==> config.mk <==
export PLATFORM = sky130hd
export DESIGN_NAME = load_store_unit
export DESIGN_NICKNAME = d
export VERILOG_FILES = /design/src/rtl/load_store_unit.sv
export SDC_FILE = /design/constraint.sdc
export NUM_CORES = 1
export LEC_CHECK = 0
export ABC_CLOCK_PERIOD_IN_PS = 3500
export BUFFER_PORTS_ARGS = -buffer_cell sky130_fd_sc_hd__buf_2
export CORE_MARGIN = 4
export CORE_UTILIZATION = 50
export DETAILED_ROUTE_END_ITERATION = 12
export PLACE_DENSITY = 0.82
export RECOVER_POWER = 50
export SLEW_MARGIN = 30
export SYNTH_ARGS = -nofsm -noshare
export SYNTH_HDL_FRONTEND = slang
export SYNTH_SLANG_ARGS = --single-unit
==> constraint.sdc <==
create_clock -name clk -period 3.5 [get_ports clk]
set_clock_uncertainty 0.2 [all_clocks]
set_input_delay 0.175 -clock clk [delete_from_list [all_inputs] [get_ports clk]]
set_output_delay 0.175 -clock clk [all_outputs]
set_load 0.05 [all_outputs]
==> src/rtl/load_store_unit.sv <==
// RV32I load/store unit: one outstanding access to a single-cycle-or-stalling data RAM,
// with alignment/width checking, byte-lane steering, load extension and an access timeout.
module load_store_unit #(
    parameter int MEM_TIMEOUT = 255
) (
    input  logic        clk,
    input  logic        reset,
    input  logic        req_valid,
    output logic        req_ready,
    input  logic        req_store,
    input  logic [2:0]  req_funct3,
    input  logic [31:0] req_addr,
    input  logic [31:0] req_wdata,
    input  logic [4:0]  req_rd,
    output logic        resp_valid,
    output logic [31:0] resp_rdata,
    output logic [4:0]  resp_rd,
    output logic        resp_fault,
    output logic        mem_en,
    output logic [3:0]  mem_we,
    output logic [29:0] mem_addr,
    output logic [31:0] mem_wdata,
    input  logic [31:0] mem_rdata,
    input  logic        mem_ready
);

    typedef enum logic [1:0] {IDLE, ACCESS, DONE} state_t;

    localparam logic [7:0] TMO_LAST = 8'(MEM_TIMEOUT - 1);

    state_t      state, state_nxt;
    logic [7:0]  tcnt_p0;
    logic        store_p0;
    logic [2:0]  funct3_p0;
    logic [1:0]  lane_p0;
    logic [29:0] waddr_p0;
    logic [31:0] wdata_p0;
    logic [3:0]  we_p0;
    logic [4:0]  rd_p0;

    logic        accept;
    logic        illegal;
    logic        timeout;

    function automatic logic is_illegal(input logic store, input logic [2:0] f3,
                                        input logic [1:0] lane);
        logic bad;
        case (f3)
            3'd0:    bad = 1'b0;
            3'd1:    bad = lane[0];
            3'd2:    bad = |lane;
            3'd4:    bad = store;
            3'd5:    bad = store | lane[0];
            default: bad = 1'b1;
        endcase
        return bad;
    endfunction

    function automatic logic [3:0] byte_enables(input logic store, input logic [2:0] f3,
                                                input logic [1:0] lane);
        logic [3:0] be;
        if (!store) begin
            be = 4'b0000;
        end else begin
            case (f3)
                3'd0:    be = 4'b0001 << lane;
                3'd1:    be = 4'b0011 << lane;
                default: be = 4'b1111;
            endcase
        end
        return be;
    endfunction

    // Replicate store data across lanes so the RAM only needs the byte enables.
    function automatic logic [31:0] replicate_lanes(input logic [2:0] f3, input logic [31:0] data);
        logic [31:0] r;
        case (f3)
            3'd0:    r = {4{data[7:0]}};
            3'd1:    r = {2{data[15:0]}};
            default: r = data;
        endcase
        return r;
    endfunction

    function automatic logic [31:0] extend_load(input logic [2:0] f3, input logic [1:0] lane,
                                                input logic [31:0] word);
        logic signed [7:0]  b;
        logic signed [15:0] h;
        logic [31:0]        r;
        b = word[{lane, 3'b000} +: 8];
        h = word[{lane[1], 4'b0000} +: 16];
        case (f3)
            3'd0:    r = {{24{b[7]}}, b};
            3'd1:    r = {{16{h[15]}}, h};
            3'd4:    r = {24'd0, b};
            3'd5:    r = {16'd0, h};
            default: r = word;
        endcase
        return r;
    endfunction

    assign req_ready = (state == IDLE) && !reset;
    assign accept    = req_valid && req_ready;
    assign illegal   = is_illegal(req_store, req_funct3, req_addr[1:0]);
    assign timeout   = (tcnt_p0 == TMO_LAST);

    assign mem_en    = (state == ACCESS);
    assign mem_we    = mem_en ? we_p0    : 4'b0000;
    assign mem_addr  = mem_en ? waddr_p0 : 30'd0;
    assign mem_wdata = mem_en ? wdata_p0 : 32'd0;

    always_comb begin
        state_nxt = state;
        case (state)
            IDLE:    if (accept) state_nxt = illegal ? DONE : ACCESS;
            ACCESS:  if (mem_ready || timeout) state_nxt = DONE;
            DONE:    state_nxt = IDLE;
            default: state_nxt = IDLE;
        endcase
    end

    // p0: request latch and access tracking
    always_ff @(posedge clk) begin
        if (reset) begin
            state     <= IDLE;
            tcnt_p0   <= 8'd0;
            store_p0  <= 1'b0;
            funct3_p0 <= 3'd0;
            lane_p0   <= 2'd0;
            waddr_p0  <= 30'd0;
            wdata_p0  <= 32'd0;
            we_p0     <= 4'b0000;
            rd_p0     <= 5'd0;
        end else begin
            state <= state_nxt;
            if (accept) begin
                tcnt_p0   <= 8'd0;
                store_p0  <= req_store;
                funct3_p0 <= req_funct3;
                lane_p0   <= req_addr[1:0];
                waddr_p0  <= req_addr[31:2];
                wdata_p0  <= replicate_lanes(req_funct3, req_wdata);
                we_p0     <= byte_enables(req_store, req_funct3, req_addr[1:0]);
                rd_p0     <= req_rd;
            end else if (state == ACCESS) begin
                tcnt_p0 <= tcnt_p0 + 8'd1;
            end
        end
    end

    // p1: registered response, zero outside the single DONE cycle
    always_ff @(posedge clk) begin
        if (reset) begin
            resp_valid <= 1'b0;
            resp_fault <= 1'b0;
            resp_rd    <= 5'd0;
            resp_rdata <= 32'd0;
        end else begin
            resp_valid <= 1'b0;
            resp_fault <= 1'b0;
            resp_rd    <= 5'd0;
            resp_rdata <= 32'd0;
            if (accept && illegal) begin
                resp_valid <= 1'b1;
                resp_fault <= 1'b1;
            end else if (state == ACCESS && mem_ready) begin
                resp_valid <= 1'b1;
                if (!store_p0) begin
                    resp_rd    <= rd_p0;
                    resp_rdata <= extend_load(funct3_p0, lane_p0, mem_rdata);
                end
            end else if (state == ACCESS && timeout) begin
                resp_valid <= 1'b1;
                resp_fault <= 1'b1;
            end
        end
    end

endmodule

==> impl_metrics.tcl, run 1 <==
set metrics [dict create \
    vias_per_cell 5.707 \
    totalWireLength_um 22210 \
    start_kind "flop" \
    syn_nets 782 \
    netlist_top_cells_count "151 x nand2_1, 126 x dfxtp_1, 91 x a21oi_1" \
    worstReg2RegStart "funct3_p0[0]" \
    finalNetCount 1134 \
    drt_iter0_drc 712 \
    layout_min_cycle_time_ns 3.358 \
    synth_seq_cells 126 \
    final_area_sq_um 8871 \
    yosys.area.top_type "dfxtp_1" \
    postCtsSetupBuffers 0 \
    clock_sinks 126 \
    ys_types 45 \
    worstPathBufferInverterCount 2 \
    ys_warn_count 0 \
    hp-class "input pin to flop" \
    rsz0062_at_grt "false" \
    clockBufferDepth 2 \
    h-tree-depth 4 \
    die_w_um 113.6 \
    cts_tree "yes" \
    timing_hold_violations_final 0 \
    rows 38 \
    vias 6717 \
    coreArea_sq_um 10890 \
    ys_seq_area_frac 0.4526 \
    fin_setup_tns_ns 0 \
    critPathKind "flop to flop" \
    synth_cells 671 \
    drc_errors 0 \
    required_ns 3.71 \
    yosysMostFrequentCell "nand2_1" \
    synth_area_leaders "dfxtp_1 45%, nand2_1 10%, a21oi_1 8.2%, and2_1 8.0%, mux2i_1 4.7%" \
    place_hpwl_um 11050 \
    synth_top_family_by_area "simple AND/OR/NAND/NOR gates" \
    grt_first_pass_wirelength_um 34580 \
    path_cells "nand2b_2, nor2_1, a211o_1, dlygate4sd3_1, o211a_1, dlygate4sd3_1" \
    power.density_nw_per_um2 456.4 \
    hold-worst-slack_ns 0.2489 \
    track_usage 0.3390 \
    yosys.area.top_type_share 0.4526 \
    wl_per_cell_um 18.87 \
    drive_gt1_frac 0.2143 \
    relSlewSlack 0.1218 \
    hp-start "req_addr[12]" \
    gp_congestion 0.8466 \
    cts_made_buffers 17 \
    yosys.area_share.simple 0.2517 \
    status "finished clean" \
    pin_count 216 \
    max_freq_mhz 297.8 \
    grt_pass1_vias 6824 \
    synth_ff_type "dfxtp_1" \
    synth_area_per_cell_sq_um 8.305 \
    setup_viol 0 \
    grt_remaining_overflow 0 \
    syn_to_final_growth_pct 59.18 \
    start_util 0.5118 \
    antenna_left 0 \
    antenna_found_initial 1 \
    worstPathMaxFanout 16 \
    synthAdderAreaFrac 0.004490 \
    placed_area_sq_um 6648 \
    clockRootBuffer "clkbuf_8" \
    synth_edf_count 0 \
    p_total_mw 4.049 \
    critPathCaptureType "flop" \
    synth_area_sq_um 5573 \
    critPathLaunch "funct3_p0[0]" \
    die_area_sq_um 12900 \
    max-vdd-ir-drop_mv 0.3679 \
    worst_slew_pin_slew_ns 1.317 \
    synth_mux_area_frac 0.06489 \
    clock_latency_ns 0.52 \
    die_h_um 113.6 \
    slowest_stage "dfxtp_1" \
    fin_crit_sh 0.9593 \
    synthArstFlopShare 0 \
    synth_compound_area_frac 0.1729 \
    power.leakage_nw 3.925 \
    max_stage_delay_ns 0.68 \
    path_clk_slew_ns 0.06 \
    max_cap_violations 0 \
    worst_path_most_repeated_cell "dlygate4sd3_1" \
    first_pass_iters 6 \
    synth_xor_area_frac 0.009430 \
    port_buffers 215 \
    drv_slew 0 \
    worstPathArrival_ns 3.57 \
    critPathTopFamily "buffers and inverters" \
    grt_max_degree 76 \
]
## cells in the final DEF (no fill, tap or decap), drive strengths merged, types with 2 or more instances in the layout
master       count
and2            71
a211o            7
buf            174
nor3            11
nand2          151
inv              2
a21oi           91
ha               2
and4             2
nand2b           2
nand4            3
clkbuf          68
mux2             7
nor2            26
xor2             6
clkinv           6
dfxtp          126
a32o             3
a31oi            7
o31ai            2
o211ai           8
o21ai           21
dlygate4sd3    164
bufinv           5
o211a            7
nor2b            3
nand3            4
nand3b           9
a211oi           9
mux2i           26
## through the flow
step                instances    util  setup slack, ns
global placement          980  0.6105            1.044
floorplan                 671       -            1.256
global route             1177  0.8148          0.07869
finish                   1177  0.8148           0.1425
CTS                      1176  0.8206           0.1963
detailed placement        980  0.6105           0.9763
## power breakdown
part	total, mW	internal, mW	leakage, nW	switching, mW
sequential	1.54	1.50	1.03	0.0418
clock	1.94	1.28	0.318	0.660
combinational	0.569	0.253	2.58	0.316
## worst min-delay path: cells and delay by family
family	cells	cell delay [ns]
AO/OA/AOI/OAI	1	0.06
AND/OR/NAND/NOR	1	0.05
buffers and inverters	2	0.65
## registers in the layout, summed over array words and instances, names as in the netlist
name        flops
tcnt_p0         8
we_p0           4
waddr_p0       30
resp_valid      1
wdata_p0       32
resp_fault      1
rd_p0           5
resp_rd         5
resp_rdata     32
store_p0        1
state           2
funct3_p0       3
lane_p0         2
## repair_timing
action                                 4_1_cts  5_1_grt
hold buffers                               164        0
gates resized for setup                      0        1
setup endpoints to repair                    0        3
endpoints found under the hold margin      121        0
## layout make-up
class	instances	area, sq um
clock buffer	21	459.2
tap	140	175.2
clock inverter	11	186.4
sequential	126	2524
inverter	3	11.26
timing repair buffer	385	2705
multi-input combinational	490	2808
fill	641	2017
antenna	1	2.502
## kinds of logic (layout without fill, tap and decap cells)
| group | count (synthesis) | in the layout |
|---|---|---|
| AO/OA/AOI/OAI | 161 | 161 |
| XOR/XNOR | 6 | 6 |
| multiplexers | 34 | 34 |
| buffers and inverters | 55 | 420 |
| adder cells (fa/ha/maj) | 2 | 2 |
| flip-flops | 126 | 126 |
| other | 0 | 1 |
| AND/OR/NAND/NOR | 287 | 287 |
## layer usage
metal | up-vias | track usage | share of wire
li1 | 2989 | - | -
met1 | 3124 | 0.3822 | 0.38
met2 | 480 | 0.5732 | 0.47
met3 | 124 | 0.08806 | 0.094
met4 | 0 | 0.2059 | 0.056
met5 | - | 0 | 0
## path summary, 6_finish.rpt
path | cells after the start | slack (ns) | end
min reg2reg | 2 | 0.25 | rd_p0[3]
max | 6 | 0.14 | resp_rdata[4]
min | 4 | 0.25 | waddr_p0[10]
max reg2reg | 6 | 0.14 | resp_rdata[4]
Note: power is estimated with default switching activity, not from simulation.
==> run 2, diff against run 1 <==
- ABC_AREA: unset -> 1
- PLACE_DENSITY: 0.82 -> 0.81
==> run 2 against run 1 <==
Against the previous run: largest cell class is now flip-flops and latches; synthesized cell count increased by 29%; routed wire length shrank 8.7%; sequential power hardly changed; clock-buffer cell count fell by 2; highest routed layer unchanged; total power is 2.0% higher; critical path depth rose by 3; first-iteration DRC count shrank 6.9%; combinational power up 14%; non-clock buffer count fell by 33; synthesized area is 3.3% higher; largest power group unchanged; design area fell by 1.7%.
==> impl_metrics.tcl, run 2 <==
set metrics [dict create \
    pre_cts_slack_ns 1.458 \
    gp_congestion 0.9100 \
    synthArstFlopShare 0 \
    worst_slew_pin_slew_ns 0.9481 \
    fin_setup_tns_ns 0 \
    p_int_mw 3.066 \
    required_ns 3.59 \
    synth_ff_type "dfxtp_1" \
    max_freq_mhz 333.5 \
    synth_seq_cells 126 \
    port_buffers 215 \
    synth_area_leaders "dfxtp_1 44%, nand2_1 10%, nor2_1 9.5%, inv_1 8.9%, o21ai_0 7.0%" \
    finalNetCount 1298 \
    grt_remaining_overflow 0 \
    relSlewSlack 0.3679 \
    fin_crit_sh 0.8566 \
    grt_max_degree 105 \
    rsz0062_at_grt "false" \
    syn_to_final_growth_pct 51.48 \
    swShare 0.2577 \
    cts_tree "yes" \
    hp-class "input pin to flop" \
    cts_made_buffers 17 \
    critPathCaptureType "flop" \
    grt_pass1_vias 6891 \
    ys_types 30 \
    vias_per_cell 5.161 \
    postCtsSetupBuffers 0 \
    netlist_top_cells_count "154 x nand2_1, 146 x nor2_1, 137 x inv_1" \
    busiest_layer "met2" \
    worstPathMaxFanout 20 \
    p_total_mw 4.131 \
    max_cap_violations 0 \
    die_w_um 115.3 \
    start_util 0.5220 \
    start_kind "input pin" \
    clock_latency_ns 0.40 \
    first_pass_iters 5 \
    synth_cells 863 \
    power_frac_comb 0.156 \
    antenna_left 0 \
    power_switching_mw 1.064 \
    drt_iter0_drc 663 \
    die_area_sq_um 13300 \
    hold_buffers 133 \
    clock_sinks 126 \
    place_hpwl_um 11340 \
    vias 6921 \
    instances_no_fill 1341 \
    final_cell_mix "173 x buf_2, 153 x nand2_1, 147 x nor2_1" \
    syn_nets 974 \
    place_inst 1175 \
    antenna_found_initial 1 \
    max_stage_delay_ns 0.58 \
    coreArea_sq_um 11030 \
    ys_seq_area_frac 0.4381 \
    synth_area_per_cell_sq_um 6.672 \
    path_clk_slew_ns 0.06 \
    grt_use_met1 0.3282 \
    die_h_um 115.3 \
    status "finished clean" \
    timing_hold_violations_final 0 \
    setup_viol 0 \
    drc_errors 0 \
    yosys.area.top_type_share 0.4381 \
    final_util 0.7907 \
    synth_area_sq_um 5758 \
    seqPwrFrac 0.373 \
    post_cts_resized 0 \
    yosys.area.top_type "dfxtp_1" \
    globalRouteMet2Util 0.5390 \
    max-vdd-ir-drop_mv 0.2962 \
    drive_gt1_frac 0.1867 \
    wl_per_cell_um 15.12 \
    track_usage 0.3027 \
    rows 38 \
    drv_slew 0 \
    clockRootBuffer "clkbuf_16" \
    clockBufferDepth 2 \
    critPathKind "input pin to flop" \
    grt_use_met3 0.07947 \
    pin_count 216 \
    slowest_stage "dlygate4sd3_1" \
    synth_edf_count 0 \
    yosysMostFrequentCell "nand2_1" \
    power.leakage_nw 4.242 \
    grt_first_pass_wirelength_um 32290 \
    worst_path_most_repeated_cell "dlygate4sd3_1" \
    final_common_cell "buf_2" \
    top_regs "resp_rdata: 32 flops, wdata_p0: 32 flops, waddr_p0: 30 flops" \
    totalWireLength_um 20280 \
    path_cells "dlygate4sd3_1, buf_2, nor2_4, inv_1, o2bb2ai_1, dlygate4sd3_1, nor2_1, dlygate4sd3_1, nor2_1" \
    worstPathArrival_ns 3.08 \
    h-tree-depth 4 \
    layout_min_cycle_time_ns 2.998 \
    clkPwrFrac 0.470 \
    ys_warn_count 0 \
    power.density_nw_per_um2 473.6 \
    finalWorstSetupSlack_ns 0.5018 \
]
## run 2: cell types whose count changed in the layout (fill, tap and decap cells not counted), sizes merged, moves of 12 or more
cell and change:
nor2 +125, a21oi -12, inv +142, and2 -71, mux2i -26, dlygate4sd3 -31
o21ai +77, nand3 +35
## run 2: kinds of logic (layout without fill, tap and decap cells)
group | count (synthesis) | in the layout | share of synthesized area
AO/OA/AOI/OAI | 192 | 192 | 0.1728
adder cells (fa/ha/maj) | 2 | 2 | 0.004345
flip-flops | 126 | 126 | 0.4381
buffers and inverters | 191 | 528 | 0.1362
AND/OR/NAND/NOR | 352 | 352 | 0.2486
other | 0 | 1 | 0
## run 2: metal layers
layer / vias up / wire [um]
met1: 3133 / 7613
met2: 376 / 10150
met3: 81 / 1619
li1: 3331 / -
met4: 0 / 890
met5: - / 0
## run 2: power by group through the flow
stage / clock [mW] / combinational, mW / sequential [mW]
floorplan: 0 / 0.340 / 1.58
detailed placement: 0 / 0.489 / 1.57
finish: 1.94 / 0.646 / 1.54
global placement: 0 / 0.483 / 1.57
global route: 2.03 / 0.709 / 1.55
CTS: 1.96 / 0.620 / 1.54
## run 2: final timing paths
check	from	to	slack [ns]	cells after the start
worst max-delay path	req_funct3[2]	wdata_p0[31]	0.50	9
worst min-delay path	req_valid	wdata_p0[14]	0.02	5
worst max register to register	state[1]	wdata_p0[19]	0.89	5
worst min register to register	rd_p0[3]	resp_rd[3]	0.24	2
## run 2: worst max-delay path: cells and delay by family
kind	cells	cell delay [ns]
AND/OR/NAND/NOR	3	0.44
buffers and inverters	5	2.23
AO/OA/AOI/OAI	1	0.23
## run 2: stage by stage
step / cell area, sq um / hold slack, ns
finish: 8722 / 0.02087
global route: 8722 / 0.03678
CTS: 8790 / 0.0006310
detailed placement: 6804 / 0.2255
global placement: 6804 / 0.2273
floorplan: 5758 / 0.1264
## run 2: layout make-up
type                            instances  area [sq um]
Antenna cell                            1         2.502
Clock buffer                           19         442.9
Clock inverter                         13         211.5
Fill cell                             757          2308
Inverter                              144         541.8
Multi-Input combinational cell        546          2441
Sequential cell                       126          2522
Tap cell                              140         175.2
Timing Repair Buffer                  352          2385
==> run 3, diff against run 2 <==
- CORE_UTILIZATION: 50 -> 40
- PLACE_DENSITY: 0.81 -> 0.7
- RECOVER_POWER: 50 -> unset
==> run 3 against run 2 <==
Against the previous run: utilization is 16 points lower; routed wire length is 6.7% lower; die area is 23% higher; critical endpoint is now wdata_p0[30]; largest cell class unchanged; highest routed layer is now met5.
==> impl_metrics.tcl, run 3 (synthesis results as in run 2) <==
set metrics [dict create \
    power.leakage_nw 4.398 \
    clockBufferDepth 2 \
    r2r_slack_ns 1.05 \
    vias 6572 \
    rows 43 \
    hold-worst-slack_ns 0.2332 \
    drt-met1-wl_um 7605 \
    antenna_found_initial 1 \
    layout_min_cycle_time_ns 2.892 \
    grt_first_pass_wirelength_um 30290 \
    critPathCaptureType "flop" \
    grt_pass1_vias 6334 \
    fin_setup_tns_ns 0 \
    max-vdd-ir-drop_mv 0.4678 \
    worstPathMaxFanout 20 \
    worst_slew_pin_slew_ns 0.8733 \
    status "finished clean" \
    required_ns 3.60 \
    power.density_nw_per_um2 453.7 \
    pin_count 216 \
    critPathKind "input pin to flop" \
    finalWorstSetupSlack_ns 0.6083 \
    totalWireLength_um 18920 \
    die_area_sq_um 16380 \
    reg2reg_depth 6 \
    track_usage 0.2294 \
    antenna_left 0 \
    worstReg2RegStart "state[1]" \
    p_total_mw 3.983 \
    port_buffers 215 \
    coreArea_sq_um 13990 \
    top_regs "resp_rdata: 32 flops, wdata_p0: 32 flops, waddr_p0: 30 flops" \
    postCtsSetupBuffers 0 \
    clockRootBuffer "clkbuf_16" \
    hp-class "flop to flop" \
    relSlewSlack 0.4178 \
    start_kind "input pin" \
    met3_length_um 1488 \
    drive_gt1_frac 0.2245 \
    drc_errors 0 \
    hold_depth 2 \
    max_freq_mhz 345.8 \
    clock_sinks 126 \
    timing_hold_violations_final 0 \
    die_w_um 128.0 \
    r2r_end "wdata_p0[15]" \
    final_cell_mix "215 x buf_2, 153 x nand2_1, 146 x nor2_1" \
    cts_made_buffers 17 \
    clock_latency_ns 0.41 \
    start_util 0.4116 \
    syn_to_final_growth_pct 52.46 \
    h-tree-depth 4 \
    path_clk_slew_ns 0.05 \
    dr_wl_met2_um 9344 \
    final_common_cell "buf_2" \
    max_cap_violations 0 \
    die_h_um 128.0 \
    min_to "resp_rd[0]" \
    worstPathArrival_ns 2.99 \
    grt_max_degree 111 \
    hp-start "rd_p0[0]" \
    gp_congestion 0.8591 \
    drt_iter0_drc 469 \
    rsz0062_at_grt "false" \
    wl_per_cell_um 13.73 \
    finalNetCount 1296 \
    place_hpwl_um 11820 \
    diodes 0 \
    pre_cts_slack_ns 1.410 \
    setup_viol 0 \
    first_pass_iters 5 \
    vias_per_cell 4.769 \
    grt_remaining_overflow 0 \
    cts_tree "yes" \
    fin_crit_sh 0.8262 \
    drv_slew 0 \
    highest_layer "met5" \
]
## run 3: timing repair
| action | 4_1_cts | 5_1_grt |
|---|---|---|
| hold buffers | 131 | 0 |
| endpoints found under the setup margin | 0 | 0 |
| endpoints found under the hold margin | 113 | 0 |
| resized for setup | 0 | 0 |
## run 3: report_power, final
part	total [mW]	leakage (nW)	internal [mW]	switching, mW
sequential	1.54	1.03	1.51	0.0260
combinational	0.637	3.07	0.266	0.371
clock	1.81	0.299	1.17	0.636
total	3.98	4.40	2.95	1.03
## run 3: worst max-delay path, cell delays in order
cell and delay (ns):
dlygate4sd3_1 0.54, buf_2 0.17, nor2_4 0.24, inv_1 0.37, o2bb2ai_1 0.24, dlygate4sd3_1 0.57
nor2_1 0.08, dlygate4sd3_1 0.55, nor2_1 0.04
## run 3: how the worst max path moves through the flow
stage | startpoint | to | slack [ns] | cells after the start
after global routing | req_funct3[2] | wdata_p0[26] | 0.48 | 9
after floorplan | state[1] | funct3_p0[1] | 1.64 | 8
final | req_funct3[2] | wdata_p0[30] | 0.61 | 9
after global placement | reset | resp_rdata[8] | 1.49 | 6
after detailed placement | state[0] | state[1] | 1.41 | 8
after CTS | req_funct3[2] | wdata_p0[30] | 0.66 | 9
## run 3: per-layer routing
layer	global-route usage	vias to the layer above
met3	0.06417	35
met1	0.2710	2948
met4	0.08677	2
met5	0	-
li1	-	3322
met2	0.3956	265
## run 3: cell type report
type,instances,area [sq um]
Multi-Input combinational cell,546,2459
Fill cell,1253,5210
Clock inverter,11,138.9
Inverter,144,541.8
Timing Repair Buffer,350,2421
Sequential cell,126,2522
Clock buffer,21,470.5
Tap cell,180,225.2
## run 3: through the flow
stage / area [sq um] / instances / util
finish: 8778 / 1378 / 0.6275
CTS: 8775 / 1378 / 0.6273
global route: 8778 / 1378 / 0.6275
detailed placement: 6854 / 1215 / 0.4900
global placement: 6854 / 1215 / 0.4900
floorplan: 5758 / 863 / -
